**src/rtl/muldiv_pkg.sv**
```systemverilog
// Shared encodings for the HI/LO multiply/divide unit and the control decoder.
package muldiv_pkg;

  localparam int ITER = 32;

  typedef enum logic [1:0] {
    OP_MULTU = 2'b00,
    OP_MULT  = 2'b01,
    OP_DIVU  = 2'b10,
    OP_DIV   = 2'b11
  } op_t;

  typedef enum logic [1:0] {
    S_IDLE = 2'b00,
    S_CALC = 2'b01,
    S_FIX  = 2'b10
  } state_t;

endpackage

```
**src/rtl/hilo_muldiv.sv**
```systemverilog
// Iterative MULT/MULTU/DIV/DIVU into HI/LO: magnitudes are processed for ITER
// cycles in a shared 65-bit accumulator, then sign-corrected in one FIX cycle.
module hilo_muldiv #(
  parameter int WIDTH = 32,
  parameter int ITER  = muldiv_pkg::ITER
) (
  input  logic             clk,
  input  logic             rst,
  input  logic             start,
  input  logic [1:0]       op,
  input  logic [WIDTH-1:0] A,
  input  logic [WIDTH-1:0] B,
  input  logic             hi_we,
  input  logic             lo_we,
  input  logic [WIDTH-1:0] w_data,
  output logic [WIDTH-1:0] HI,
  output logic [WIDTH-1:0] LO,
  output logic             busy,
  output logic             done,
  output logic             dz
);
  import muldiv_pkg::*;

  localparam int CW = $clog2(ITER);

  // Handshake: start is sampled only in S_IDLE; busy stays high from the start
  // edge until the FIX edge, which also raises done for exactly one cycle.
  state_t           state;
  logic [CW-1:0]    cnt;
  logic [2*WIDTH:0] acc;
  logic [WIDTH-1:0] opnd;
  logic [WIDTH-1:0] a_orig;
  op_t              op_q;
  logic             sa, sb, bz;

  logic             is_signed, is_div, a_neg, b_neg;
  logic [WIDTH-1:0] mag_a, mag_b;
  logic [WIDTH:0]   mul_sum;
  logic [2*WIDTH:0] mul_next, shl, div_next;
  logic [WIDTH+1:0] diff;
  logic [WIDTH-1:0] quo, rem, fix_hi, fix_lo;
  logic [2*WIDTH-1:0] prod;

  always_comb begin
    is_signed = op[0];
    is_div    = op[1];
    a_neg     = is_signed & A[WIDTH-1];
    b_neg     = is_signed & B[WIDTH-1];
    mag_a     = a_neg ? -A : A;
    mag_b     = b_neg ? -B : B;

    // Multiply step: conditional add into the upper half, carry kept in bit 2W.
    mul_sum  = {1'b0, acc[2*WIDTH-1:WIDTH]} + {1'b0, opnd};
    mul_next = acc[0] ? ({mul_sum, acc[WIDTH-1:0]} >> 1) : (acc >> 1);

    // Restoring divide step on {rem,quo}; the remainder never exceeds W bits.
    shl      = {acc[2*WIDTH-1:0], 1'b0};
    diff     = {1'b0, shl[2*WIDTH:WIDTH]} - {2'b00, opnd};
    div_next = diff[WIDTH+1] ? shl : {diff[WIDTH:0], shl[WIDTH-1:1], 1'b1};

    prod = acc[2*WIDTH-1:0];
    quo  = acc[WIDTH-1:0];
    rem  = acc[2*WIDTH-1:WIDTH];
    if (op_q[1]) begin
      if (bz) begin
        fix_hi = a_orig;
        fix_lo = '1;
      end else begin
        fix_lo = (sa ^ sb) ? -quo : quo;
        fix_hi = sa ? -rem : rem;
      end
    end else begin
      {fix_hi, fix_lo} = (sa ^ sb) ? -prod : prod;
    end
  end

  always_ff @(posedge clk or posedge rst) begin
    if (rst) begin
      state  <= S_IDLE;
      cnt    <= '0;
      acc    <= '0;
      opnd   <= '0;
      a_orig <= '0;
      op_q   <= OP_MULTU;
      sa     <= 1'b0;
      sb     <= 1'b0;
      bz     <= 1'b0;
      HI     <= '0;
      LO     <= '0;
      busy   <= 1'b0;
      done   <= 1'b0;
      dz     <= 1'b0;
    end else begin
      done <= 1'b0;
      case (state)
        S_IDLE: begin
          if (start) begin
            op_q   <= op_t'(op);
            sa     <= a_neg;
            sb     <= b_neg;
            bz     <= (B == '0);
            a_orig <= A;
            opnd   <= is_div ? mag_b : mag_a;
            acc    <= {{(WIDTH+1){1'b0}}, (is_div ? mag_a : mag_b)};
            cnt    <= CW'(ITER - 1);
            busy   <= 1'b1;
            state  <= S_CALC;
          end else begin
            if (hi_we) HI <= w_data;
            if (lo_we) LO <= w_data;
          end
        end
        S_CALC: begin
          acc <= op_q[1] ? div_next : mul_next;
          if (cnt == '0) state <= S_FIX;
          else           cnt   <= cnt - 1'b1;
        end
        S_FIX: begin
          HI    <= fix_hi;
          LO    <= fix_lo;
          dz    <= op_q[1] & bz;
          done  <= 1'b1;
          busy  <= 1'b0;
          state <= S_IDLE;
        end
        default: state <= S_IDLE;
      endcase
    end
  end

endmodule

```
**config.mk**
```make
export PLATFORM = sky130hd
export DESIGN_NAME = hilo_muldiv
export DESIGN_NICKNAME = d
export VERILOG_FILES = /design/src/rtl/muldiv_pkg.sv /design/src/rtl/hilo_muldiv.sv
export SDC_FILE = /design/constraint.sdc
export NUM_CORES = 1
export LEC_CHECK = 0
export BUFFER_PORTS_ARGS = -buffer_cell sky130_fd_sc_hd__buf_2
export CAP_MARGIN = 10
export CORE_MARGIN = 2
export CORE_UTILIZATION = 45
export CTS_CLUSTER_DIAMETER = 100
export CTS_CLUSTER_SIZE = 16
export DETAILED_ROUTE_END_ITERATION = 16
export PLACE_DENSITY = 0.71
export SYNTH_ARGS = -nofsm -noshare
export SYNTH_HDL_FRONTEND = slang
export SYNTH_SLANG_ARGS = --single-unit
```
**constraint.sdc**
```tcl
create_clock -name clk -period 7.1 [get_ports clk]
set_clock_uncertainty 0.1 [all_clocks]
set_input_delay 0.355 -clock clk [delete_from_list [all_inputs] [get_ports clk]]
set_output_delay 0.355 -clock clk [all_outputs]
set_load 0.01 [all_outputs]
```
Yosys cells after proc, flatten, opt, wreduce, memory -nomap -nowiden --
Cells that the tools add are included.
Operators by class: reduce and logical (&&, ||, !) cells 12, add/sub/neg operators 8, div/mod/pow operators 0, shift-type cells 0, order comparisons 0, multipliers 0, bitwise logic cells 4, equality and inequality tests 8, muxes and demuxes 31
Operator list (count):
- $mux W32 | 14
- $mux W65 | 3
- $pmux W65 S2 | 1
- $mux W64 | 2
- $neg A32 Y32 | 4
- $pmux W32 S2 | 2
- $neg A64 Y64 | 1
- $sub A33 B32 Y34 | 1
- $add A32 B32 Y33 | 1
- $logic_not A32 Y1 | 1
- $ne A2 B2 Y1 const B | 6
- $mux W5 | 2
- $pmux W5 S2 | 1
- $reduce_and A3 Y1 | 3
- $reduce_and A2 Y1 | 4
- $logic_not A5 Y1 | 1
- $sub A5 B1 Y5 const B | 1
- $mux W2 | 2
- $pmux W2 S2 | 1
- $reduce_bool A2 Y1 | 2
- $and A1 B1 Y1 | 3
- $eq A2 B1 Y1 const B | 1
- $eq A2 B2 Y1 const B | 1
- $logic_not A2 Y1 | 1
- 3 further kinds | 4
Storage, ports and cells: input bits 103, word-level logic and storage cells 77, output and inout port bits 67, bits in latches 0, memories kept 0, ROM bits 0, flip-flop bits (word level) 208, bits in writable memories 0

Longest topological paths before layout --
Gate-level depths: netlist (run 1).
depth after elaboration 5, mapped depth 14, mapped depth without buffers 13

Least setup slack after synthesis (run 1) --
OpenSTA, ideal clock, no wires.
kind reg2reg, start reg acc[31], end reg acc[52], library setup time 0.122 ns, arrival time 3.141 ns, buffers on the path 0, period minus slack after synthesis 3.362 ns, cell stages (with the launch flop) 14, required time 6.878 ns, setup slack 3.738 ns, cell sequence dfrtp_1 inv_1 ha_1 inv_1 fa_1 a21o_1 a311o_1 a211o_1 a211o_1 a21oi_1 o21ai_0 xor2_1 a211o_1 a32o_1
Between the ends: cells in the longest elaborated chain, start to end 4
RTL lines:
- start, declared | line hilo_muldiv.sv:30 | logic [2*WIDTH:0] acc;
- start signal, assigned | line hilo_muldiv.sv:104 | acc <= {{(WIDTH+1){1'b0}}, (is_div ? mag_a : mag_b)};
- start signal, assigned | line hilo_muldiv.sv:114 | acc <= op_q[1] ? div_next : mul_next;
- $sub A33 B32 Y34 | line hilo_muldiv.sv:58 | diff = {1'b0, shl[2*WIDTH:WIDTH]} - {2'b00, opnd};
- $mux W65 | line hilo_muldiv.sv:59 | div_next = diff[WIDTH+1] ? shl : {diff[WIDTH:0], shl[WIDTH-1:1], 1'b1};
- $mux W65 | line hilo_muldiv.sv:114
- $pmux W65 S2 | line hilo_muldiv.sv:95 | case (state)
Every way passes these cells. A chain may end at the register's enable or synchronous reset.

Worst setup path after layout (run 1) --
start reg acc[47], end reg acc[54]
Between the ends: cells in the longest elaborated chain, start to end 4, elaborated cells between the ends (all ways) 6, those cells by class add/sub (2); mux (4)
RTL lines (line):
- $sub A33 B32 Y34 / $add A32 B32 Y33 (equally long branches) | hilo_muldiv.sv:58, hilo_muldiv.sv:53
- $mux W65 / $mux W64 (equally long branches) | hilo_muldiv.sv:59, hilo_muldiv.sv:54
- $mux W65 * | hilo_muldiv.sv:114
- $pmux W65 S2 * | hilo_muldiv.sv:95
Mark *: on every way between the ends. The rest lies on a longest branch, timed or not.

==> summary.txt, run 1 <==
kind of critical path = register to register
xor/xnor share of the synthesized area = 9.13%
share of cells above drive strength 1 = 12.9%
drt pass-1 iters = 6
Top delay family on crit path = compound AO/OA/AOI/OAI gates
H-tree depth = 1
pin count of the biggest net entering global routing = 133
vias in the first global route = 16500
drc violations = 0
Initial Utilization = 45.9%
Hold Violations, Final = 46
Die Span Y = 200 µm
GR Util met1 = 46.6%
Hold Worst Slack = -0.0791 ns
Final Util = 50.0%
Clk Latency, worst-skew pair = 0.52 ns
worst min path class = input pin to asynchronous set/reset pin
via count = 17800
count of buffers from port buffering = 169
GR peak layer = met2
CP max-delay cell = a41oi_4
worst vdd ir = 0.210 mV
Area contributors post-synth = dfrtp_1 (30%), a21oi_1 (6.3%), o21ai_0 (6.2%)
adder-cell share of the synthesized area = 5.27%
ys async rst share = 100%
Place WS = 2.92 ns
initial antenna violation count = 1
GRT Total Usage = 32.8%
initial DRC count = 2105
period utilization = 61.2%
setup violators final = 0
hold-fix buffers at CTS = 2
Routed WL = 68.2 mm
Synth top area share = 29.8%
HPWL after detailed placement = 52.1 mm
Post-Syn Area = 17400 µm²
FP Rows = 71
failing checks = hold timing
number of I/O pins = 170
CTS buffer count = 17
status = complete, but fails checks
clk slew on worst S/H paths = 0.09 ns
Seq/Total Area, Yosys = 29.8%
count leader, synth = nand2_1
# Max-Cap Violations = 0
clock sink count = 207
fmax = 230 MHz
fin crit period = 4.34 ns
crit path DAT = 4.65 ns
crit path max fanout = 29
synthesized area per cell = 7.87 µm²
Synth top cells by count = nand2_1 (242), a21oi_1 (219), o21ai_0 (215)
Post-CTS Setup Bufs = 0
Bufs and invs on worst path = 1
unrepaired setup endpoints after global routing = no
critical path's largest stage delay = 0.75 ns
Synth Instances = 2206
Clock Root Buffer = clkbuf_16
final net count = 2427
Main synth FF type = dfrtp_1
LEAKAGE = 8.01 nW
Max-slew headroom = 22.0%
worst-case clock buffer depth = 3
Worst setup EP type = register
Warnings, synthesis = 0
fin worst setup slack = 2.76 ns
main combinational cell family by area after synthesis = compound AO/OA/AOI/OAI gates
WP data required = 7.41 ns
grt total ovfl = 0
crit start category = register
die area = 40200 µm²
core area = 37800 µm²
CP Cell Sequence = ha_1 > a21oi_1 > o21ai_0 > or3_1 > nor3_1 > o31ai_2 > a41oi_4 > buf_4 > mux2i_1 > a21oi_1 > a22o_1
Area growth, synth to finish = 9.00%
antenna-violating nets left = 0
multiplexer share of the synthesized area = 5.96%
largest area contributor in the netlist = dfrtp_1
post-synthesis simple-gate area fraction = 18.1%
first-pass GRT wire length = 103 mm
Slew Limit Fails = 0
Post-Route Setup TNS = 0 ns
post-synthesis compound-gate area fraction = 26.7%
CTS tree = yes
ANT cells = 0
Final Wtd Congestion = 1.01
vias per cell = 6.45
Post-Syn Nets = 2381
DR WL/cell = 24.7 µm
Seq cells post-synth = 207
M3 GR Usage = 4.64%
PnR Total Power = 0.0110 W
Die X-Extent = 200 µm
Post-synth EDFFs = 0
worst-margin pin slew = 1.17 ns
met2 global-route usage = 51.5%
CTS resizes = 0
cell repeated most along the worst path = a21oi_1
Yosys cell types = 81
PD cells = 583 nW/µm²
[sequential cells by signal, summed over array words and instances, names as in the netlist]
name	count
cnt	5
busy	1
LO	32
opnd	32
dz	1
sb	1
acc	65
sa	1
op_q	1
a_orig	32
bz	1
HI	32
done	1
state	2
[final timing paths]
| kind | startpoint | endpoint | slack [ns] | cells past startpoint |
|---|---|---|---|---|
| hold / removal | rst | done | -0.08 | 2 |
| hold reg to reg | LO[18] | LO[18] | 0.38 | 2 |
| setup / recovery | acc[47] | acc[54] | 2.76 | 11 |
| min in group clk | w_data[1] | HI[1] | 0.01 | 2 |
| max in group asynchronous | rst | state[0] | 5.46 | 3 |
| setup reg to reg | acc[47] | acc[54] | 2.76 | 11 |
[kinds of logic (layout without fill, tap and decap cells)]
family          Yosys count  after routing
mux                      98             98
flops                   207            207
xor+xnor                181            181
fa+ha+maj                72             72
simple gates            673            673
buf+inv                 228            277
compound gates          747            747
[final cells by class]
| cell class | count | area (µm²) |
|---|---|---|
| Clock buffer | 18 | 429 |
| Clock inverter | 4 | 32.5 |
| Inverter | 63 | 244 |
| Sequential cell | 207 | 5180 |
| Tap cell | 511 | 639 |
| Timing Repair Buffer | 192 | 1020 |
| Multi-Input combinational cell | 1771 | 11400 |
| Fill cell | 3732 | 18900 |
[worst register-to-register path, delay by kind of cell (launching register included)]
family / cells / cell delay (ns)
compound gates: 6 / 1.73
mux: 1 / 0.25
simple gates: 2 / 0.65
flops: 1 / 0.66
fa+ha+maj: 1 / 0.39
buf+inv: 1 / 0.44
[layer usage]
| metal | wire length (µm) | share of wire [%] |
|---|---|---|
| met1 | 29100 | 43 |
| met2 | 30300 | 44 |
| met5 | 26 | 0.038 |
| met4 | 2460 | 3.6 |
| met3 | 6270 | 9.2 |
[where the power goes]
part | switching (W) | total (W) | internal (W) | leakage (nW)
Clock | 0.000479 | 0.000918 | 0.000438 | 0.225
Combinational | 0.00439 | 0.00735 | 0.00296 | 5.29
Sequential | 0.000997 | 0.00277 | 0.00177 | 2.49
Total | 0.00587 | 0.0110 | 0.00517 | 8.01
[cells in the final DEF (no fill, tap or decap), drive strengths merged, types with 31 or more instances in the layout]
cell type and n:
a21o 31, a21oi 219, buf 190, dfrtp 207, ha 70, inv 64, mux2 44, mux2i 54
nand2 242, nor2 191, nor3 43, o21ai 217, o22ai 46, or3 35, xnor2 99, xor2 82
[stage by stage]
step           instance area (µm²)  cells
2_1_floorplan                17400   2206
3_3_place_gp                 18500   2742
3_5_place_dp                 18500   2742
4_1_cts                      18900   2766
5_1_grt                      18900   2766
6_report                     18900   2766
No activity file was read; power rests on OpenSTA's default activity.
==> run 2: changes to the inputs <==
- PLACE_DENSITY: 0.71 -> 0.74
- clock period: 7.1 -> 3.6 ns (I/O delays scaled with it)
==> run 2 against run 1 <==
Compared with the run above:
- the flow now finishes without violations
- clock power grew 97%
- hold slack better by 0.14 ns
- die area unchanged
- sequential cell count is the same
- global-route usage increased by 1.1 points
- utilization increased by 4.1 points
- setup slack worse by 2.6 ns
- largest cell class unchanged
==> summary.txt, run 2 (synthesized netlist as in run 1, its figures left out) <==
max FFs per register = 65
worst-margin pin slew = 1.04 ns
crit path max fanout = 3
kind of critical path = register to register
Slew Limit Fails = 0
highest-count cells in the layout ignoring fill and taps = nand2_1 (241), a21oi_1 (217), o21ai_0 (214)
CTS tree = yes
pin count of the biggest net entering global routing = 73
worst-case clock buffer depth = 3
Top reg by flops = acc
Critical Path Stages = 13
# Max-Cap Violations = 0
grt total ovfl = 0
GRT Total Usage = 34.0%
Clock Root Buffer = clkbuf_16
crit path DAT = 3.80 ns
HPWL after detailed placement = 54.4 mm
fin crit period = 3.48 ns
CP max-delay cell = a211o_1
CP Cell Sequence = inv_1 > ha_1 > inv_1 > fa_2 > a21o_1 > a311o_1 > a211o_1 > a211o_1 > a21oi_2 > o21ai_0 > xor2_1 > a211o_1 > a32o_1
commonest non-fill, non-tap cell in the layout = nand2_1
Die Span Y = 200 µm
DR WL/cell = 24.0 µm
CP Launch Point = acc[31]
hold_sp = B[14]
antenna-violating nets left = 0
worst vdd ir = 0.448 mV
Worst setup EP type = register
share of cells above drive strength 1 = 16.7%
vias in the first global route = 17500
drc violations = 0
crit start category = register
fmax = 288 MHz
final net count = 2595
period utilization = 96.6%
initial antenna violation count = 2
via count = 18600
Final Wtd Congestion = 0.993
cell repeated most along the worst path = a211o_1
unrepaired setup endpoints after global routing = no
CTS buffer count = 17
drt pass-1 iters = 6
WP data required = 3.92 ns
count of buffers from port buffering = 169
worst min path class = input pin to register
die area = 40200 µm²
H-tree depth = 1
r2r startpoint = acc[31]
first-pass GRT wire length = 107 mm
Initial Utilization = 45.9%
Max-slew headroom = 30.8%
Worst Hold Depth = 5
Final Util = 54.1%
FP Rows = 71
Routed WL = 70.6 mm
Area growth, synth to finish = 17.8%
initial DRC count = 1956
Hold Worst Slack = 0.0621 ns
Post-Route Setup TNS = 0 ns
Clk Latency, worst-skew pair = 0.53 ns
Fill cells = 3595
Hold Violations, Final = 0
vias per cell = 6.35
LEAKAGE = 8.80 nW
Top delay family on crit path = compound AO/OA/AOI/OAI gates
number of I/O pins = 170
critical path's largest stage delay = 0.39 ns
Die X-Extent = 200 µm
clock sink count = 207
setup violators final = 0
core area = 37800 µm²
Worst R2R Path Depth = 13
Bufs and invs on worst path = 2
status = completed
PD cells = 1110 nW/µm²
clk slew on worst S/H paths = 0.08 ns
-- run 2: routing by layer --
metal	vias up	share of wire (%)	GRT usage [%]
li1	8424	-	-
met1	8963	42	47.2
met2	1058	44	53.4
met4	2	4.3	12.0
met5	-	0.013	0
met3	182	9.7	5.71
-- run 2: timing repair --
item,CTS,global route
hold buffers,69,0
endpoints found under the hold margin,125,0
setup buffers,0,0
gates resized for setup,0,14
setup endpoints to repair,0,31
-- run 2: layout make-up --
cell class / instances / area [µm²] / share of cell area (%)
multi-input combinational: 1771 / 11400 / 55.8
sequential: 207 / 5190 / 25.3
timing repair buffer: 360 / 2510 / 12.3
tap: 511 / 639 / 3.12
clock buffer: 19 / 433 / 2.12
inverter: 63 / 240 / 1.17
clock inverter: 3 / 28.8 / 0.141
antenna: 1 / 2.50 / 0.0122
-- run 2: final timing paths --
| check | endpoint | slack [ns] |
|---|---|---|
| max | acc[52] | 0.12 |
| min | opnd[14] | 0.06 |
| max reg2reg | acc[52] | 0.12 |
| min reg2reg | LO[23] | 0.38 |
| max in group asynchronous | opnd[17] | 2.25 |
| min in group asynchronous | HI[27] | 0.30 |
-- run 2: worst min-delay path: stages --
cell and delay [ns]:
buf_2 0.10, xor2_1 0.09, nor2_1 0.08, a21oi_1 0.04, o21ai_0 0.14
-- run 2: per-stage QoR --
step | std cells | setup WS (ns) | power (W) | area, µm²
detailed placement | 2843 | 0.0661 | 0.0203 | 19300
global placement | 2843 | 0.0652 | 0.0201 | 19300
global route | 2934 | 0.00176 | 0.0242 | 20500
CTS | 2934 | 0.0404 | 0.0222 | 20400
finish | 2935 | 0.123 | 0.0227 | 20500
floorplan | 2206 | 0.238 | 0.0150 | 17400
-- run 2: where the power goes --
group / internal, W / total, W / switching [W]
Clock: 0.000866 / 0.00181 / 0.000945
Combinational: 0.00659 / 0.0161 / 0.00947
Sequential: 0.00351 / 0.00481 / 0.00130
Total: 0.0110 / 0.0227 / 0.0117
==> run 3: changes to the inputs <==
- ABC_AREA: unset -> 1
- PLACE_DENSITY: 0.74 -> 0.73
- RECOVER_POWER: unset -> 25
==> run 3 against run 2 <==
Compared with the run above:
- the run now ends with hold timing, capacitance limit, slew limit left
- sequential cell count stayed put
- utilization down 2.2 points
- first-iteration DRC count up 96%
- die area increased by 17%
- hold slack lost 0.067 ns
- global-route usage increased by 6.6 points
- non-clock buffer count shrank 61
- design area increased by 13%
- final cell count rose by 45%
- clock power rose by 10%
- combinational power grew 19%
- register-to-register slack better by 0.34 ns
- largest power group unchanged
==> summary.txt, run 3 <==
clk slew on worst S/H paths = 0.08 ns
PD cells = 1150 nW/µm²
first-pass GRT wire length = 143 mm
# Max-Cap Violations = 1
Post-synth EDFFs = 0
drt pass-1 iters = 6
Hold Path End = opnd[13]
Area growth, synth to finish = 13.3%
Hold Worst Slack = -0.00458 ns
WP data required = 3.89 ns
Warnings, synthesis = 0
worst-margin pin slew = 1.68 ns
Post-Syn Nets = 3646
Main synth FF type = dfrtp_1
area of the multi-input gates = 13000 µm²
largest area contributor in the netlist = dfrtp_1
Final Wtd Congestion = 1.14
Routed WL = 97.4 mm
Top reg by flops = acc
drc violations = 0
synthesized area per cell = 5.86 µm²
Post-Route Setup TNS = 0 ns
initial antenna violation count = 1
worst-case clock buffer depth = 3
Finished Layout Cells = 4254
crit path DAT = 3.43 ns
r2r startpoint = acc[48]
hold_sp = B[13]
Max-slew headroom = -12.8%
GRT Total Usage = 40.6%
crit path max fanout = 17
Synth Instances = 3471
Clk Latency, worst-skew pair = 0.54 ns
fin crit period = 3.14 ns
max FFs per register = 65
initial DRC count = 3840
HPWL after detailed placement = 77.1 mm
Worst Hold Depth = 5
clock sink count = 207
core area = 44400 µm²
number of I/O pins = 170
final net count = 3832
unrepaired setup endpoints after global routing = no
grt total ovfl = 0
Synth top cells by count = nand2_1 (1086), nor2_1 (427), inv_1 (408)
setup violators final = 0
CTS tree = yes
die area = 46900 µm²
Area contributors post-synth = dfrtp_1 (25%), nand2_1 (20%), nand3_1 (8.6%)
failing checks = hold timing, capacitance limit, slew limit
pin count of the biggest net entering global routing = 75
Die Span Y = 217 µm
count of buffers from port buffering = 169
ys async rst share = 100%
commonest non-fill, non-tap cell in the layout = nand2_1
crit start category = register
R2R Path End = acc[40]
Worst setup EP type = register
fmax = 319 MHz
kind of critical path = register to register
Synth top area share = 25.5%
Slew Limit Fails = 34
count leader, synth = nand2_1
Seq/Total Area, Yosys = 25.5%
vias in the first global route = 22600
Die X-Extent = 217 µm
status = complete, but fails checks
Place WS = 0.562 ns
vias per cell = 5.84
Fill cells = 4781
H-tree depth = 1
worst min path class = input pin to register
Yosys cell types = 49
antenna-violating nets left = 0
Initial Utilization = 45.8%
DR WL/cell = 22.9 µm
placed cells = 4156
fin worst setup slack = 0.461 ns
Clock Root Buffer = clkbuf_16
CTS buffer count = 18
FP Rows = 77
share of cells above drive strength 1 = 6.50%
Final Util = 51.9%
reg-to-reg setup timing slack = 0.46 ns
via count = 24900
Seq cells post-synth = 207
worst vdd ir = 0.513 mV
Worst R2R Path Depth = 12
Hold Violations, Final = 1
Seq. cell area = 5180 µm²
highest-count cells in the layout ignoring fill and taps = nand2_1 (1086), nor2_1 (425), inv_1 (407)
LEAKAGE = 11.6 nW
Post-Syn Area = 20300 µm²
period utilization = 87.2%
==> run 3: cell types whose count changed in the layout (fill, tap and decap cells not counted), sizes merged, moves of 25 or more <==
cell / change
nand4: +58
a21o: -26
clkbuf: +72
mux2: -44
mux2i: -54
nand3: +333
o22ai: -44
buf: -135
nor2: +244
nand2: +852
inv: +352
o31ai: -25
xnor2: -85
or3: -35
==> run 3: per-layer routing <==
metal / GRT usage [%] / part of all wire [%] / vias up
met5: 0 / 0 / -
met4: 18.3 / 5.4 / 0
met3: 11.0 / 13 / 242
met2: 59.0 / 41 / 1576
met1: 56.1 / 41 / 11500
li1: - / - / 11600
==> run 3: worst max-delay path by stage <==
stage                    to  depth (start not counted)     from
finish              acc[40]                         12  acc[48]
CTS                 acc[40]                         12  acc[48]
global placement    acc[40]                         12  acc[48]
detailed placement  acc[40]                         12  acc[48]
global route        acc[40]                         12  acc[48]
floorplan             HI[0]                          1      rst
==> run 3: layout make-up <==
type	instances	share of cell area (%)
antenna	1	0.0109
tap	592	3.22
clock buffer	21	2.14
inverter	423	6.91
clock inverter	3	0.174
sequential	207	22.5
multi-input combinational	2708	56.5
timing repair buffer	299	8.52
==> run 3: worst max-delay path, stage by stage (launching register included) <==
cell and delay (ns):
dfrtp_1 0.62, ha_1 0.54, nand2_2 0.12, nor2_2 0.11
inv_1 0.06, nor2_1 0.18, and2_2 0.20, nand2_4 0.15
a21oi_4 0.42, buf_12 0.22, nand2_1 0.08, nand3_1 0.09
o21ai_0 0.07
==> run 3: report_power, final <==
part	total (W)	internal, W	leakage (nW)	switching, W
clock network	0.00200	0.000984	0.256	0.00102
logic	0.0191	0.00581	8.85	0.0133
registers	0.00523	0.00353	2.47	0.00171
total	0.0264	0.0103	11.6	0.0161
==> run 3: repair_timing <==
action | in CTS | in global routing
hold buffers | 73 | 0
setup buffers | 0 | 0
hold endpoints to repair | 127 | 0
gates resized for setup | 0 | 0
==> run 3: logic make-up after synthesis <==
group                    share of synthesized area, %
AO/OA/AOI/OAI                                    14.8
XOR/XNOR                                         3.27
adder cells (fa/ha/maj)                          4.50
buffers and inverters                            10.6
flip-flops                                       25.5
AND/OR/NAND/NOR                                  41.4
==> run 3: metrics by stage <==
step                      total power [W]  hold WS (ns)  cell area, µm²
after detailed placement           0.0234         0.273           21900
final                              0.0264      -0.00458           23000
after global placement             0.0235         0.264           21900
after floorplan                    0.0168         0.180           20300
after global routing               0.0282        0.0255           23000
after CTS                          0.0256       0.00404           23100
